File: config.mk
export PLATFORM = sky130hd
export DESIGN_NAME = mem_arbiter_16
export DESIGN_NICKNAME = d
export VERILOG_FILES = /design/src/rtl/mem_arb_pkg.sv /design/src/rtl/mem_arb_rr2.sv /design/src/rtl/mem_arbiter_16.sv
export SDC_FILE = /design/constraint.sdc
export NUM_CORES = 1
export LEC_CHECK = 0
export CORE_MARGIN = 8
export CORE_UTILIZATION = 34
export CTS_BUF_LIST = sky130_fd_sc_hd__clkbuf_8 sky130_fd_sc_hd__clkbuf_16
export DETAILED_ROUTE_END_ITERATION = 12
export GPL_TIMING_DRIVEN = 0
export HOLD_SLACK_MARGIN = 0.05
export PLACE_DENSITY = 0.75
export SYNTH_ARGS = -nofsm -noshare
export SYNTH_HDL_FRONTEND = slang
export SYNTH_SLANG_ARGS = --single-unit
File: constraint.sdc
create_clock -name clk -period 2.7 [get_ports clk]
set_input_delay 0.81 -clock clk [delete_from_list [all_inputs] [get_ports clk]]
set_output_delay 0.81 -clock clk [all_outputs]
set_load 0.05 [all_outputs]
File: src/rtl/mem_arb_pkg.sv
// mem_arb_pkg
// Shared types and helpers for the halfword-RAM arbiter.
//   arb_state_t     : transfer sequencer states (IDLE, HI, LO)
//   grant_t         : which requester owns the current access
//   HALF_ADDR_W_DEF : default halfword index width (4096 halfwords)
//   merge_half()    : per-byte merge of new data over an old halfword
package mem_arb_pkg;

    typedef enum logic [1:0] {
        IDLE = 2'd0,
        HI   = 2'd1,
        LO   = 2'd2
    } arb_state_t;

    typedef enum logic {
        GNT_INSTR = 1'b0,
        GNT_DATA  = 1'b1
    } grant_t;

    localparam int HALF_ADDR_W_DEF = 12;

    // be2[1] selects the upper byte, be2[0] the lower byte.
    function automatic logic [15:0] merge_half(input logic [15:0] old16,
                                               input logic [15:0] new16,
                                               input logic [1:0]  be2);
        merge_half[15:8] = be2[1] ? new16[15:8] : old16[15:8];
        merge_half[7:0]  = be2[0] ? new16[7:0]  : old16[7:0];
    endfunction

endpackage

File: src/rtl/mem_arb_rr2.sv
// mem_arb_rr2
// Two-requester round-robin picker. The grant is combinational; the
// last_grant history register advances only when update is pulsed.
// Ports:
//   clk, reset_n  : clock, synchronous active-low reset
//   req_instr     : instruction-fetch port requesting
//   req_data      : data port requesting
//   update        : a grant is being taken this cycle
//   grant         : port chosen this cycle
module mem_arb_rr2
    import mem_arb_pkg::*;
(
    input  logic   clk,
    input  logic   reset_n,
    input  logic   req_instr,
    input  logic   req_data,
    input  logic   update,
    output grant_t grant
);

    grant_t last_grant;

    // On contention the port that did not win last time goes next.
    always_comb begin
        grant = GNT_INSTR;
        if (req_instr && req_data)
            grant = (last_grant == GNT_INSTR) ? GNT_DATA : GNT_INSTR;
        else if (req_data)
            grant = GNT_DATA;
    end

    always_ff @(posedge clk) begin
        if (!reset_n)
            last_grant <= GNT_INSTR;
        else if (update)
            last_grant <= grant;
    end

endmodule

File: src/rtl/mem_arbiter_16.sv
// mem_arbiter_16
// Shares a 16-bit-wide test RAM between the instruction-fetch and data
// ports. Every 32-bit access is two halfword cycles, upper half first.
// Byte-enabled writes merge over the RAM's combinational read data.
// Optional macro: MEM_ARB_ASSERT_EN enables simulation protocol checks.
// Ports:
//   clk, reset_n                      : clock, synchronous active-low reset
//   instr_address/read                : fetch request (read only)
//   instr_waitrequest/readdata        : fetch completion and data
//   data_address/read/write           : data request, write wins
//   data_byteenable/writedata         : write lane enables and data
//   data_waitrequest/readdata         : data completion and data
//   ram_address                       : halfword index, zero-extended
//   ram_read/ram_write/ram_writedata  : RAM strobes, data in [15:0]
//   ram_readdata                      : RAM read data in [15:0]
//
// state | meaning
// IDLE  | no access in flight; take a grant if anyone requests
// HI    | upper halfword at even index
// LO    | lower halfword at index+1; granted port completes
module mem_arbiter_16
    import mem_arb_pkg::*;
#(
    parameter int HALF_ADDR_W = HALF_ADDR_W_DEF
) (
    input  logic        clk,
    input  logic        reset_n,
    input  logic [31:0] instr_address,
    input  logic        instr_read,
    output logic        instr_waitrequest,
    output logic [31:0] instr_readdata,
    input  logic [31:0] data_address,
    input  logic        data_read,
    input  logic        data_write,
    input  logic [3:0]  data_byteenable,
    input  logic [31:0] data_writedata,
    output logic        data_waitrequest,
    output logic [31:0] data_readdata,
    output logic [31:0] ram_address,
    output logic        ram_read,
    output logic        ram_write,
    output logic [31:0] ram_writedata,
    input  logic [31:0] ram_readdata
);

    arb_state_t               state_q, state_d;
    grant_t                   gnt_q, gnt_pick;
    logic                     wr_q;
    logic [3:0]               be_q;
    logic [31:0]              wdata_q;
    logic [HALF_ADDR_W-2:0]   pair_q;
    logic [15:0]              hi_q;
    logic                     req_instr, req_data, take;
    logic                     wr_en, done;
    logic [HALF_ADDR_W-1:0]   idx;

    assign req_instr = instr_read;
    assign req_data  = data_read | data_write;
    assign take      = (state_q == IDLE) && (req_instr || req_data);

    mem_arb_rr2 u_rr (
        .clk       (clk),
        .reset_n   (reset_n),
        .req_instr (req_instr),
        .req_data  (req_data),
        .update    (take),
        .grant     (gnt_pick)
    );

    // The access is latched at grant so a requester that drops mid-transfer
    // cannot corrupt the sequence already under way.
    always_ff @(posedge clk) begin
        if (!reset_n) begin
            state_q <= IDLE;
            gnt_q   <= GNT_INSTR;
            wr_q    <= 1'b0;
            be_q    <= '0;
            wdata_q <= '0;
            pair_q  <= '0;
            hi_q    <= '0;
        end else begin
            state_q <= state_d;
            if (take) begin
                gnt_q   <= gnt_pick;
                wr_q    <= (gnt_pick == GNT_DATA) && data_write;
                be_q    <= data_byteenable;
                wdata_q <= data_writedata;
                pair_q  <= (gnt_pick == GNT_DATA) ? data_address[HALF_ADDR_W:2]
                                                  : instr_address[HALF_ADDR_W:2];
            end
            if (state_q == HI)
                hi_q <= ram_readdata[15:0];
        end
    end

    always_comb begin
        state_d       = state_q;
        idx           = '0;
        ram_read      = 1'b0;
        wr_en         = 1'b0;
        ram_writedata = '0;
        done          = 1'b0;
        case (state_q)
            IDLE: if (take) state_d = HI;
            HI: begin
                state_d  = LO;
                idx      = {pair_q, 1'b0};
                ram_read = 1'b1;
                if (wr_q) begin
                    wr_en         = |be_q[3:2];
                    ram_writedata = {16'h0, merge_half(ram_readdata[15:0],
                                                       wdata_q[31:16], be_q[3:2])};
                end
            end
            LO: begin
                state_d  = IDLE;
                idx      = {pair_q, 1'b1};
                ram_read = 1'b1;
                done     = reset_n;
                if (wr_q) begin
                    wr_en         = |be_q[1:0];
                    ram_writedata = {16'h0, merge_half(ram_readdata[15:0],
                                                       wdata_q[15:0], be_q[1:0])};
                end
            end
            default: state_d = IDLE;
        endcase
    end

    // A reset landing mid-access must not let the pending half reach the RAM.
    assign ram_write   = wr_en & reset_n;
    assign ram_address = {{(32-HALF_ADDR_W){1'b0}}, idx};

    assign instr_waitrequest = !(done && gnt_q == GNT_INSTR);
    assign data_waitrequest  = !(done && gnt_q == GNT_DATA);
    assign instr_readdata    = (done && gnt_q == GNT_INSTR) ? {hi_q, ram_readdata[15:0]} : '0;
    assign data_readdata     = (done && gnt_q == GNT_DATA)  ? {hi_q, ram_readdata[15:0]} : '0;

    logic unused_bits;
    assign unused_bits = ^{instr_address[31:HALF_ADDR_W+1], instr_address[1:0],
                           data_address[31:HALF_ADDR_W+1], data_address[1:0],
                           ram_readdata[31:16]};

`ifdef MEM_ARB_ASSERT_EN
    logic [31:0] chk_addr_q;
    logic [1:0]  chk_strb_q;

    always @(posedge clk) begin
        if (reset_n) begin
            if (instr_read && instr_address[1:0] != 2'b00)
                $error("mem_arbiter_16: unaligned instr address %h", instr_address);
            if (req_data && data_address[1:0] != 2'b00)
                $error("mem_arbiter_16: unaligned data address %h", data_address);
            if (data_read && data_write)
                $error("mem_arbiter_16: data_read and data_write both high");
            if (take) begin
                chk_addr_q <= (gnt_pick == GNT_DATA) ? data_address : instr_address;
                chk_strb_q <= (gnt_pick == GNT_DATA) ? {data_read, data_write}
                                                     : {instr_read, 1'b0};
            end else if (state_q == HI) begin
                if (gnt_q == GNT_DATA &&
                    (data_address != chk_addr_q || {data_read, data_write} != chk_strb_q))
                    $error("mem_arbiter_16: data request changed before completion");
                if (gnt_q == GNT_INSTR &&
                    (instr_address != chk_addr_q || {instr_read, 1'b0} != chk_strb_q))
                    $error("mem_arbiter_16: instr request changed before completion");
            end
        end
    end
`endif

endmodule

==> reports/results.tsv, run 1 <==
stage	metric	value	unit
status	status	finished, final reports clean	
pwr	VDD IR-drop max	299	uV
floorplanning	Die Span X	125	um
pwr	P_sw	1070	uW
cells_and_area	NumNets Final	856	
clock_tree	Worst-path clk slew	60	ps
synthesis	mux cell area share after synthesis	13.3	%
placement	post-DP HPWL	11800	um
synthesis	post-synth top area share	33.0	%
timing	max_slew headroom	64.2	%
synthesis	Cell variety after synth	30	
synthesis	Area contributors post-synth	dfxtp_1, and2_1, mux2_2	
timing	worst clock skew	6.35	ps
timing	Final Max Tran Viols	0	
placement	Placement Setup Slack	-1350	ps
synthesis	synth warn	0	
placement	number of port buffers	174	
clock_tree	total CTS buffers	9	
critical_path	required time worst endpoint	1890	ps
drt	initial drt markers	128	
floorplanning	Starting Density	34.3	%
critical_path	WS Path Type	input port to primary output	
timing	Final TNS setup	0	ps
drt	DRC violations left	0	
clock_tree	root buf cell	clkbuf_16	
synthesis	Compound-Gate Fraction of Synth Area	14.5	%
pwr	Internal Pwr Total	2300	uW
timing	unrepaired setup endpoints after global routing	yes	
pwr	Net Sw Frac	31.7	%
pwr	Clock Power Share	36.8	%
timing	achievable clock frequency	373	MHz
critical_path	crit path DAT	1870	ps
clock_tree	clk_lat worst skew	330	ps
synthesis	sequential fraction of the synthesis area	33.0	%
clock_tree	clock sink total	67	
hold_path	min-delay worst type	flip-flop to flip-flop	
pwr	LEAKAGE	0.00284	uW
floorplanning	Die H	125	um
floorplanning	num ports	269	
cells_and_area	Inserted Diodes	0	
global_route	GRT Residual Overflow	0	
drt	vias per std cell	4.68	
timing	final critical-path required period	2680	ps
pwr	Flop pwr share	34.6	%
floorplanning	core footprint	11900	um2
cells_and_area	Util after Layout	53.8	%
floorplanning	Cell Rows	40	
clock_tree	clock buffer depth	2	
global_route	antenna violations before repair	0	
synthesis	Async SR Flop Fraction	0	%
cells_and_area	Area growth syn-to-layout	57.0	%
timing	post-route setup slack	21.9	ps
global_route	GRT Util Overall	17.7	%
drt	Post-DRT Antenna Nets	0	
synthesis	Simple-Gate Fraction of Synth Area	25.9	%
drt	iteration count of the initial detailed-routing pass	4	
timing	final worst-path cycle share	99.2	%
synthesis	Synth Cell Area	4070	um2
drt	average routed wire per standard cell	16.6	um
timing	Worst Hold Slack	461	ps
synthesis	xor-xnor portion of the synthesized cell area	0	%
global_route	vias in the first global route	4369	
timing	worst-margin pin slew	540	ps
placement	GP Congestion	0.820	
synthesis	largest family of logic cells by synthesized area	simple AND/OR/NAND/NOR gates	
synthesis	area leader, netlist	dfxtp_1	
timing	setup violators final	0	
clock_tree	hold buffer count at CTS	0	
clock_tree	TritonCTS clock tree	built	
global_route	largest net degree at the start of global routing	13	
global_route	first-pass GRT wire length	22500	um
synthesis	Post-synth EDFFs	0	
synthesis	adder-cell share of the synthesized area	1.85	%
synthesis	#FFs+latches synth	67	
critical_path	kind of start point of the critical path	input port	
synthesis	Syn Area/Cell	8.20	um2
pwr	PD cells	528	nW/um2
cells_and_area	Fill cells	1128	
synthesis	Top FF cell, synth	dfxtp_1	
critical_path	Critical Path End Type	primary output	
job	number of max-cap violations	0	
timing	final hold vios	0	
drt	Total Wirelength	14300	um
cells_and_area	layout cells sized above 1	32.4	%
synthesis	Synth Instances	496	
clock_tree	H-tree levels	3	
critical_path	CP max FO	5	
floorplanning	die area	15700	um2
pwr	combinational share of power	28.6	%
drt	via count	4047	
[cells by family (layout without fill, tap and decap cells)]
group / Yosys count / in the layout
and+or+nand+nor: 213 / 213
adders and majority gates: 6 / 6
other: 1 / 36
buffers and inverters: 77 / 263
DFF: 67 / 67
AOI/OAI and AO/OA: 82 / 82
muxes: 50 / 50
[path summary, 6_finish.rpt]
| path | start | endpoint | slack [ps] | depth (start not counted) |
|---|---|---|---|---|
| worst max-delay path | ram_readdata[5] | ram_writedata[5] | 20 | 5 |
| worst min-delay path | wdata_q[18] | wdata_q[18] | 460 | 2 |
| worst max register to register | state_q[1] | hi_q[6] | 1180 | 6 |
| worst min register to register | wdata_q[18] | wdata_q[18] | 460 | 2 |
[registers in the layout, summed over array words and instances (netlist names)]
signal / count
state_q: 2
u_rr.last_grant: 1
pair_q: 11
wdata_q: 32
be_q: 4
hi_q: 16
wr_q: 1
[stage by stage]
stage,std cells,cell area [um2],total power [uW]
global route,864,6380,3520
CTS,863,6240,3370
global placement,852,6130,2090
finish,864,6380,3370
detailed placement,852,6130,2130
floorplan,531,4200,1810
[power groups by stage]
stage	combinational, uW	sequential [uW]	clock [uW]
2_1_floorplan	657	1150	0
3_3_place_gp	929	1160	0
3_5_place_dp	954	1170	0
4_1_cts	942	1160	1270
5_1_grt	1040	1180	1310
6_report	965	1170	1240
[cell usage in the layout, fill, tap and decap left out, types with 16 or more instances in the layout]
master,instances
clkdlybuf4s50_1,61
a21boi_0,16
nor2b_1,20
a21boi_1,20
nand2_1,95
buf_4,103
mux2_2,32
buf_2,17
and2_1,75
mux2i_1,18
dfxtp_1,66
conb_1,36
buf_6,29
[per-layer routing]
layer | vias up | global-route usage (%) | part of all wire (%)
li1 | 2002 | - | -
met1 | 1847 | 18.4 | 39
met2 | 180 | 31.5 | 49
met3 | 18 | 8.03 | 10
met4 | 0 | 5.01 | 1.5
met5 | - | 0 | 0
[cell usage after synthesis, drive strengths merged (4+ instances only)]
library cell and n:
o21ai 11, a22oi 17, nor2 18, a21boi 36
clkbuf 22, and2 75, dfxtp 67, inv 4
nor2b 20, buf 51, a31oi 11, ha 6
nand2 96, mux2 32, mux2i 18
[final cells by class]
cell class              count  area, um2  share of cell area (%)
multi-input cells         387       2480                    38.9
repair buffers            175       1560                    24.5
flip-flops and latches     67       1350                    21.1
plain buffers              69        480                    7.52
clock buffers               9        225                    3.53
well taps                 147        184                    2.88
clock inverters             6       91.3                    1.43
inverters                   4       15.0                   0.235
[worst max-delay path, stage by stage]
cell	delay [ps]
dlygate4sd2_1	310
mux2_2	290
a22oi_1	220
nor2_2	70
buf_6	160
[repair_timing]
action	4_1_cts	5_1_grt
pin swaps	0	2
buffers inserted	0	1
gates resized for setup	602	69
setup endpoints to repair	96	83
cloned	0	0
(Power assumes the default switching activity.)
==> run 2: changes to the inputs <==
clock period = 3 ns   (was 2.7 ns; I/O delays follow)
==> run 2 against run 1 <==
Routed wire length down 0.88%. Global-route usage decreased by 0.072 points. Non-clock buffer count unchanged. Combinational power is 13% lower. Worst hold slack worse by 4.9 ps. Sequential cell count unchanged. Total power fell by 11%. Sequential share of layout area is 0.53 points higher. Register-to-register slack gained 200 ps. First-iteration DRC count increased by 9.4%. Sequential power is 11% lower. Via count shrank 0.62%. Largest cell class unchanged. Largest power group unchanged.
==> reports/results.tsv, run 2 (synthesized netlist as in run 1, its figures left out) <==
stage	metric	value	unit
timing	Final Max Tran Viols	0	
global_route	largest net degree at the start of global routing	13	
placement	post-DP HPWL	11800	um
cells_and_area	commonest non-fill, non-tap cell in the layout	nand2_1	
timing	unrepaired setup endpoints after global routing	yes	
placement	GP Congestion	0.820	
floorplanning	Starting Density	34.3	%
clock_tree	post-CTS setup buffer count	0	
global_route	GRT Residual Overflow	0	
cells_and_area	NumNets Final	856	
critical_path	Critical Path End Type	primary output	
placement	Placement Setup Slack	-1230	ps
critical_path	R2R cell count	6	
clock_tree	TritonCTS clock tree	built	
clock_tree	hold buffer count at CTS	0	
critical_path	RR Endpoint	pair_q[5]	
cells_and_area	layout cells sized above 1	29.7	%
cells_and_area	Fill cells	1155	
timing	max_slew headroom	63.3	%
timing	post-route setup slack	41.8	ps
clock_tree	clock buffer depth	2	
placement	dpl cell area	6130	um2
clock_tree	total CTS buffers	9	
global_route	first-pass GRT wire length	22400	um
timing	worst-margin pin slew	549	ps
cells_and_area	Area growth syn-to-layout	52.7	%
hold_path	hold wc startpoint	wdata_q[31]	
status	status	finished, final reports clean	
drt	average routed wire per standard cell	16.5	um
floorplanning	num ports	269	
cells_and_area	Design Area, Final	6210	um2
pwr	PD cells	484	nW/um2
critical_path	crit path DAT	2060	ps
floorplanning	Die H	125	um
clock_tree	root buf cell	clkbuf_16	
timing	final worst-path cycle share	98.6	%
critical_path	WS Path Type	input port to primary output	
clock_tree	H-tree levels	3	
cells_and_area	Util after Layout	52.4	%
critical_path	kind of start point of the critical path	input port	
pwr	VDD IR-drop max	268	uV
hold_path	worst hold path cell count	2	
cells_and_area	largest registers	wdata_q x32, hi_q x16, pair_q x11	
timing	setup violators final	0	
critical_path	critical path, cell by cell	clkdlybuf4s15_2 -> and3_2 -> clkbuf_2 -> and2_1 -> buf_2	
critical_path	max incr delay on CP	280	ps
global_route	vias in the first global route	4369	
clock_tree	clk_lat worst skew	330	ps
global_route	antenna violations before repair	0	
hold_path	min-delay worst type	flip-flop to flip-flop	
global_route	GRT Util Overall	17.7	%
timing	final hold vios	0	
critical_path	required time worst endpoint	2100	ps
cells_and_area	commonest non-fill, non-tap cells in the layout	nand2_1, buf_4, and2_1	
floorplanning	die area	15700	um2
drt	iteration count of the initial detailed-routing pass	4	
critical_path	reg2reg setup slack	1380	ps
job	number of max-cap violations	0	
cells_and_area	max reg flops	32	
critical_path	R2R Path Start	state_q[0]	
cells_and_area	footprint of the multi-input gates	2410	um2
placement	number of port buffers	174	
timing	final critical-path required period	2960	ps
floorplanning	Die Span X	125	um
clock_tree	clock sink total	67	
hold_path	hold-critical path endpoint	wdata_q[31]	
pwr	LEAKAGE	0.00282	uW
clock_tree	Worst-path clk slew	60	ps
drt	initial drt markers	140	
critical_path	CP max stage cell	and3_2	
cells_and_area	Reg area	1340	um2
cells_and_area	Inserted Diodes	0	
timing	worst clock skew	6.64	ps
critical_path	CP max FO	10	
cells_and_area	largest register by flop count	wdata_q	
drt	Post-DRT Antenna Nets	0	
drt	via count	4022	
drt	DRC violations left	0	
floorplanning	Cell Rows	40	
timing	achievable clock frequency	338	MHz
drt	vias per std cell	4.66	
floorplanning	core footprint	11900	um2
drt	Total Wirelength	14200	um
-- run 2: changes by cell type in the layout (fill, tap and decap cells not counted), sizes merged --
cell	delta
clkbuf	+14
clkdlybuf4s15	+7
clkdlybuf4s50	+1
buf	-25
dlymetal6s2s	+2
dlygate4sd2	+1
-- run 2: how the worst max path moves through the flow --
stage	slack [ps]	endpoint	startpoint
after global routing	0.2	data_readdata[25]	reset_n
final	40	data_readdata[25]	reset_n
after CTS	0.5	data_readdata[13]	reset_n
after detailed placement	-1230	instr_readdata[11]	reset_n
after floorplan	-90	ram_writedata[10]	state_q[0]
after global placement	-1210	instr_readdata[11]	reset_n
-- run 2: metrics by stage --
| stage | TNS, ps | cells | power, uW | hold WS (ps) |
|---|---|---|---|---|
| floorplan | -870 | 531 | 1620 | 432 |
| global placement | -85010 | 852 | 1880 | 438 |
| detailed placement | -87660 | 852 | 1910 | 449 |
| CTS | 0 | 866 | 3020 | 456 |
| global route | 0 | 864 | 3140 | 478 |
| finish | 0 | 864 | 3000 | 456 |
-- run 2: report_power, final --
group	switching, uW	internal, uW
logic	495	347
registers	58.5	984
clock network	395	723
-- run 2: final cells by class --
class / instances / share of cell area [%]
timing repair buffer: 174 / 23.7
multi-input combinational: 387 / 38.9
buffer: 70 / 7.56
clock inverter: 6 / 1.47
inverter: 4 / 0.242
sequential: 67 / 21.6
clock buffer: 9 / 3.63
tap: 147 / 2.96
-- run 2: per-layer routing --
layer / wire length [um] / track usage [%] / up-vias
li1: - / - / 2003
met1: 5580 / 18.4 / 1819
met4: 218 / 5.09 / 0
met5: 0 / 0 / -
met2: 6930 / 31.3 / 180
met3: 1490 / 7.99 / 20
-- run 2: critical path: cells and delay by family --
kind                   cells  cell delay [ps]
AND/OR/NAND/NOR            2              420
buffers and inverters      3              720
-- run 2: what timing repair did --
action                                  CTS  global route
pin swaps                                 0             0
endpoints found under the setup margin   94            37
resized for setup                       542            26
==> RTL edit 1, RTL diff (settings of run 2) <==
The package constant `HALF_ADDR_W_DEF` goes from 12 to 11.
--- a/src/rtl/mem_arb_pkg.sv
+++ b/src/rtl/mem_arb_pkg.sv
@@ -19,3 +19,3 @@
 
-    localparam int HALF_ADDR_W_DEF = 12;
+    localparam int HALF_ADDR_W_DEF = 11;
 
Function: changed (Yosys sat finds a counterexample within 4 cycles, from zero or initial values and one cycle with reset_n low).
==> RTL edit 1 against run 2 <==
- sequential cell count is 1 lower
- routed wire length is 0.29% lower
- synthesized area is 1.6% lower
- clock skew is 2.3 ps lower
- total power is 6.4% lower
- cell area is 2.3% lower
- critical path depth stayed put
- hold slack worse by 2.8 ps
- global-route usage is 0.061 points higher
- worst setup slack worse by 8.1 ps
- die area is 1.4% lower
- critical path type unchanged
- largest power group is now sequential cells
==> RTL edit 1: results (changes against run 2) <==
| Metric | Value |
|---|---|
| Layout cells sized above 1 | 0.296 (-0.000879) |
| Count of cell types in the netlist | 29 (-3.3%) |
| Met3 wire length | 1.42 mm (-5.2%) |
| Met1 wire length | 5.52 mm (-1.1%) |
| Post-Syn Instances | 489 (-1.4%) |
| Status | complete, no violations |
| Non-clk buf share | 0.311 (-0.00160) |
| Final-layout clock buffer total | 11 (+2) |
| Dpl hpwl | 11.4 mm (-3.4%) |
| Initial antenna violation count | 0 (unchanged) |
| Final WL | 14.2 mm (-0.29%) |
| Final core occ | 0.529 (+0.00534) |
| Pleak | 2.78 nW (-1.2%) |
| Worst-margin pin slew | 795 ps (+246 ps) |
| Syn. warnings | 0 (unchanged) |
| VDD IR max | 0.267 mV (-0.28%) |
| Vias in the first global route | 4,195 (-4.0%) |
| Arrival @ worst endpoint | a little over 2000 ps |
| Final net count | 848 (-0.93%) |
| #MultiIn Comb | 383 (-1.0%) |
| Met2 wire len | 6.95 mm (+0.35%) |
| Clk_skew | 4.32 ps (-2.32 ps) |
| Dpl ws | -1360 ps (-129 ps) |
| Sequential area share after synthesis | 0.330 (+0.000358) |
| Vias per cell | 4.67 (+0.37%) |
| First-pass GRT wire length | 22.2 mm (-1.1%) |
| Clk tree area frac | 0.0448 (-0.00621) |
| Largest net degree at the start of global routing | 11 (-2) |
| IO buf count | 171 (-1.7%) |
| DP Area | 0.00603 mm2 (-1.6%) |
| Most frequent cell after synthesis | nand2_1 |
| Synth area leaders | dfxtp_1 (33%), and2_1 (12%), mux2_2 (9.0%) |
| Signal buffers | 241 (-1.2%) |
| Die ar. | 0.0155 mm2 (-1.4%) |
| Placed cells | 839 (-1.5%) |
| Top flop regs | wdata_q: 32 flops, hi_q: 16 flops, pair_q: 10 flops |
| DR WL/cell | 16.6 um (+1.1%) |
| Post-synth top cells | nand2_1 (94), and2_1 (74), dfxtp_1 (66) |
| Final GP Congestion | 0.821 (+0.21%) |
| DR iter-0 viols | 139 (-0.71%) |
| Sequential share of cell area | 0.218 (+0.00187) |
| Post-cts sizing count | 507 (-6.5%) |
| Register-to-Register Path Depth | 7 (+1) |
| Filler cells | 1,137 (-1.6%) |
[RTL edit 1: changes by cell type in the layout (fill, tap and decap cells not counted), moves of 3 or more]
cell | run 2 | this run
clkbuf_2 | 7 | 1
clkbuf_4 | 19 | 25
clkinvlp_4 | 3 | 0
clkinv_2 | 0 | 3
buf_2 | 28 | 42
buf_4 | 94 | 77
a21boi_0 | 16 | 6
a21boi_1 | 20 | 30
[RTL edit 1: logic make-up (layout without fill, tap and decap cells)]
| kind of cell | after synthesis | count (layout) | synth area share |
|---|---|---|---|
| simple gates | 210 | 210 | 0.260 |
| compound gates | 80 | 80 | 0.143 |
| buf+inv | 76 | 260 | 0.112 |
| flops | 66 | 66 | 0.330 |
| mux | 50 | 50 | 0.135 |
| fa+ha+maj | 6 | 6 | 0.0188 |
| other cells | 1 | 37 | 0.000937 |
[RTL edit 1: worst max-delay path, stage by stage]
cell and delay (ps):
clkdlybuf4s15_2 260, and3_4 270, clkbuf_4 220, and2_1 140, buf_2 260
[RTL edit 1: worst paths after layout]
check,startpoint,endpoint,slack [ps]
setup / recovery,reset_n,data_readdata[8],30
setup reg to reg,state_q[0]$_SDFFE_PN0P_,wdata_q[14]$_SDFFE_PN0P_,1270
hold reg to reg,wdata_q[21]$_SDFFE_PN0P_,wdata_q[21]$_SDFFE_PN0P_,450
hold / removal,wdata_q[21]$_SDFFE_PN0P_,wdata_q[21]$_SDFFE_PN0P_,450
[RTL edit 1: metal layers]
metal  vias to the layer above  GRT usage
li1                       1971          -
met1                      1807      0.182
met2                       183      0.313
met3                        20     0.0830
met4                         0     0.0532
met5                         -          0
[RTL edit 1: report_power, final]
part	internal (W)	switching, W	leakage, nW
logic	0.000337	0.000491	2.10
registers	0.000969	0.0000531	0.545
clock network	0.000591	0.000369	0.142
total	0.00190	0.000913	2.78
==> RTL edit 2, RTL diff (flow settings as in run 2) <==
Made on the original files. Encoding of `arb_state_t`: now one-hot (3 bits for 3 states).
--- a/src/rtl/mem_arb_pkg.sv
+++ b/src/rtl/mem_arb_pkg.sv
@@ -8,6 +8,6 @@
 
-    typedef enum logic [1:0] {
-        IDLE = 2'd0,
-        HI   = 2'd1,
-        LO   = 2'd2
+    typedef enum logic [2:0] {
+        IDLE = 3'b001,
+        HI   = 3'b010,
+        LO   = 3'b100
     } arb_state_t;
Behaviour: same outputs for any inputs over 10 cycles, from zero or initial values and one cycle with reset_n low; not proved beyond that.
==> RTL edit 2 against run 2 <==
- synthesized area down 1.4%
- non-clock buffer count grew 15
- largest cell class unchanged
- register-to-register slack got worse by 170 ps
- total power up 1.7%
- cell area grew 3.9%
- largest power group unchanged
- sequential cell count increased by 1
- routed wire length up 11%
- count of clock-buffer cells in the layout up 1
- worst setup slack improved by 33 ps
==> RTL edit 2: results (changes against run 2) <==
| Metric | Value |
|---|---|
| Final WL | 15.8 mm (+11%) |
| Pleak | 2.82 nW (about the same) |
| Dpl hpwl | 12.3 mm (+4.3%) |
| Crit start category | flop |
| # Post-CTS Setup Buffers | 1 (+1) |
| Filler cells | 1,068 (-7.5%) |
| First-pass GRT wire length | 24.3 mm (+8.2%) |
| VDD IR max | 0.246 mV (-8.1%) |
| All-Layer GR Usage | 0.194 (+0.0178) |
| Slowest cell on crit path | or3b_1 |
| Arrival @ worst endpoint | 2030 ps (-30 ps) |
| Vias per cell | 4.98 (+6.9%) |
| Final core occ | 0.563 (+0.0391) |
| Hold endpoint | hi_q[6]$_SDFFE_PN0P_ |
| Largest net degree at the start of global routing | 13 (unchanged) |
| Mux contribution to synthesized area | 0.0799 (-0.0530) |
| Slack of the worst reg-to-reg path | 1210 ps (-170 ps) |
| Synth area leaders | dfxtp_1 (34%), and2_1 (14%), a21oi_1 (8.1%) |
| Post-synth top cells | and2_1 (91), dfxtp_1 (68), a21oi_1 (65) |
| Dpl ws | -1440 ps (-206 ps) |
| Count of cell types in the netlist | 28 (-6.7%) |
| Max Clock Freq | 0.342 GHz (+1.1%) |
| Root Buffer | clkbuf_16 |
| Placed cells | 876 (+2.8%) |
| CP Capture Point | ram_writedata[1] |
| Worst min-delay path category | flop to flop |
| Worst-margin pin slew | 704 ps (+155 ps) |
| Layout cells sized above 1 | 0.235 (-0.0624) |
| Post-synthesis compound-gate area fraction | 0.186 (+0.0405) |
| Clk_skew | 6.75 ps (+0.104 ps) |
| Final GP Congestion | 0.863 (+5.2%) |
| Worst Hold Slack | 469 ps (+12.7 ps) |
| Sequential area share after synthesis | 0.339 (+0.00972) |
| FF-to-FF Start | state_q[2]$_SDFFE_PN0P_ |
| Adder-cell share of the synthesized area | 0 (-0.0185) |
| Min-delay src | hi_q[6]$_SDFFE_PN0P_ |
| DR pass1 iterations | 4 (unchanged) |
| Via Count | 4,443 (+10%) |
| Post-synthesis async set-or-reset flop share | 0 (unchanged) |
| RR Endpoint | wdata_q[20]$_SDFFE_PN0P_ |
| Status | complete, no violations |
| Post-Synthesis Mean Instance Area | 7.65 um2 (-6.7%) |
| Vias in the first global route | 4,352 (-0.39%) |
| Xor/xnor share of the synthesized area | 0.00218 (+0.00218) |
| Post-cts sizing count | 593 (+9.4%) |
RTL edit 2: routing by layer:
metal / vias to the layer above / track usage / wire length [um] / part of all wire
met5: - / 0 / 0 / 0
met4: 0 / 0.0638 / 278 / 0.018
met3: 21 / 0.0562 / 1500 / 0.095
met2: 207 / 0.342 / 7800 / 0.49
met1: 2044 / 0.220 / 6260 / 0.40
li1: 2171 / - / - / -
RTL edit 2: layout make-up:
| type | instances | share of cell area |
|---|---|---|
| multi-input cells | 403 | 0.361 |
| plain buffers | 83 | 0.0848 |
| inverters | 4 | 0.00233 |
| clock inverters | 6 | 0.0173 |
| well taps | 143 | 0.0277 |
| flip-flops and latches | 68 | 0.211 |
| repair buffers | 176 | 0.258 |
| clock buffers | 10 | 0.0370 |
RTL edit 2: where the power goes:
group	leakage [nW]	switching, W	internal [W]
sequential	0.559	0.0000604	0.00100
combinational	2.09	0.000463	0.000299
clock	0.169	0.000394	0.000834
total	2.82	0.000917	0.00214
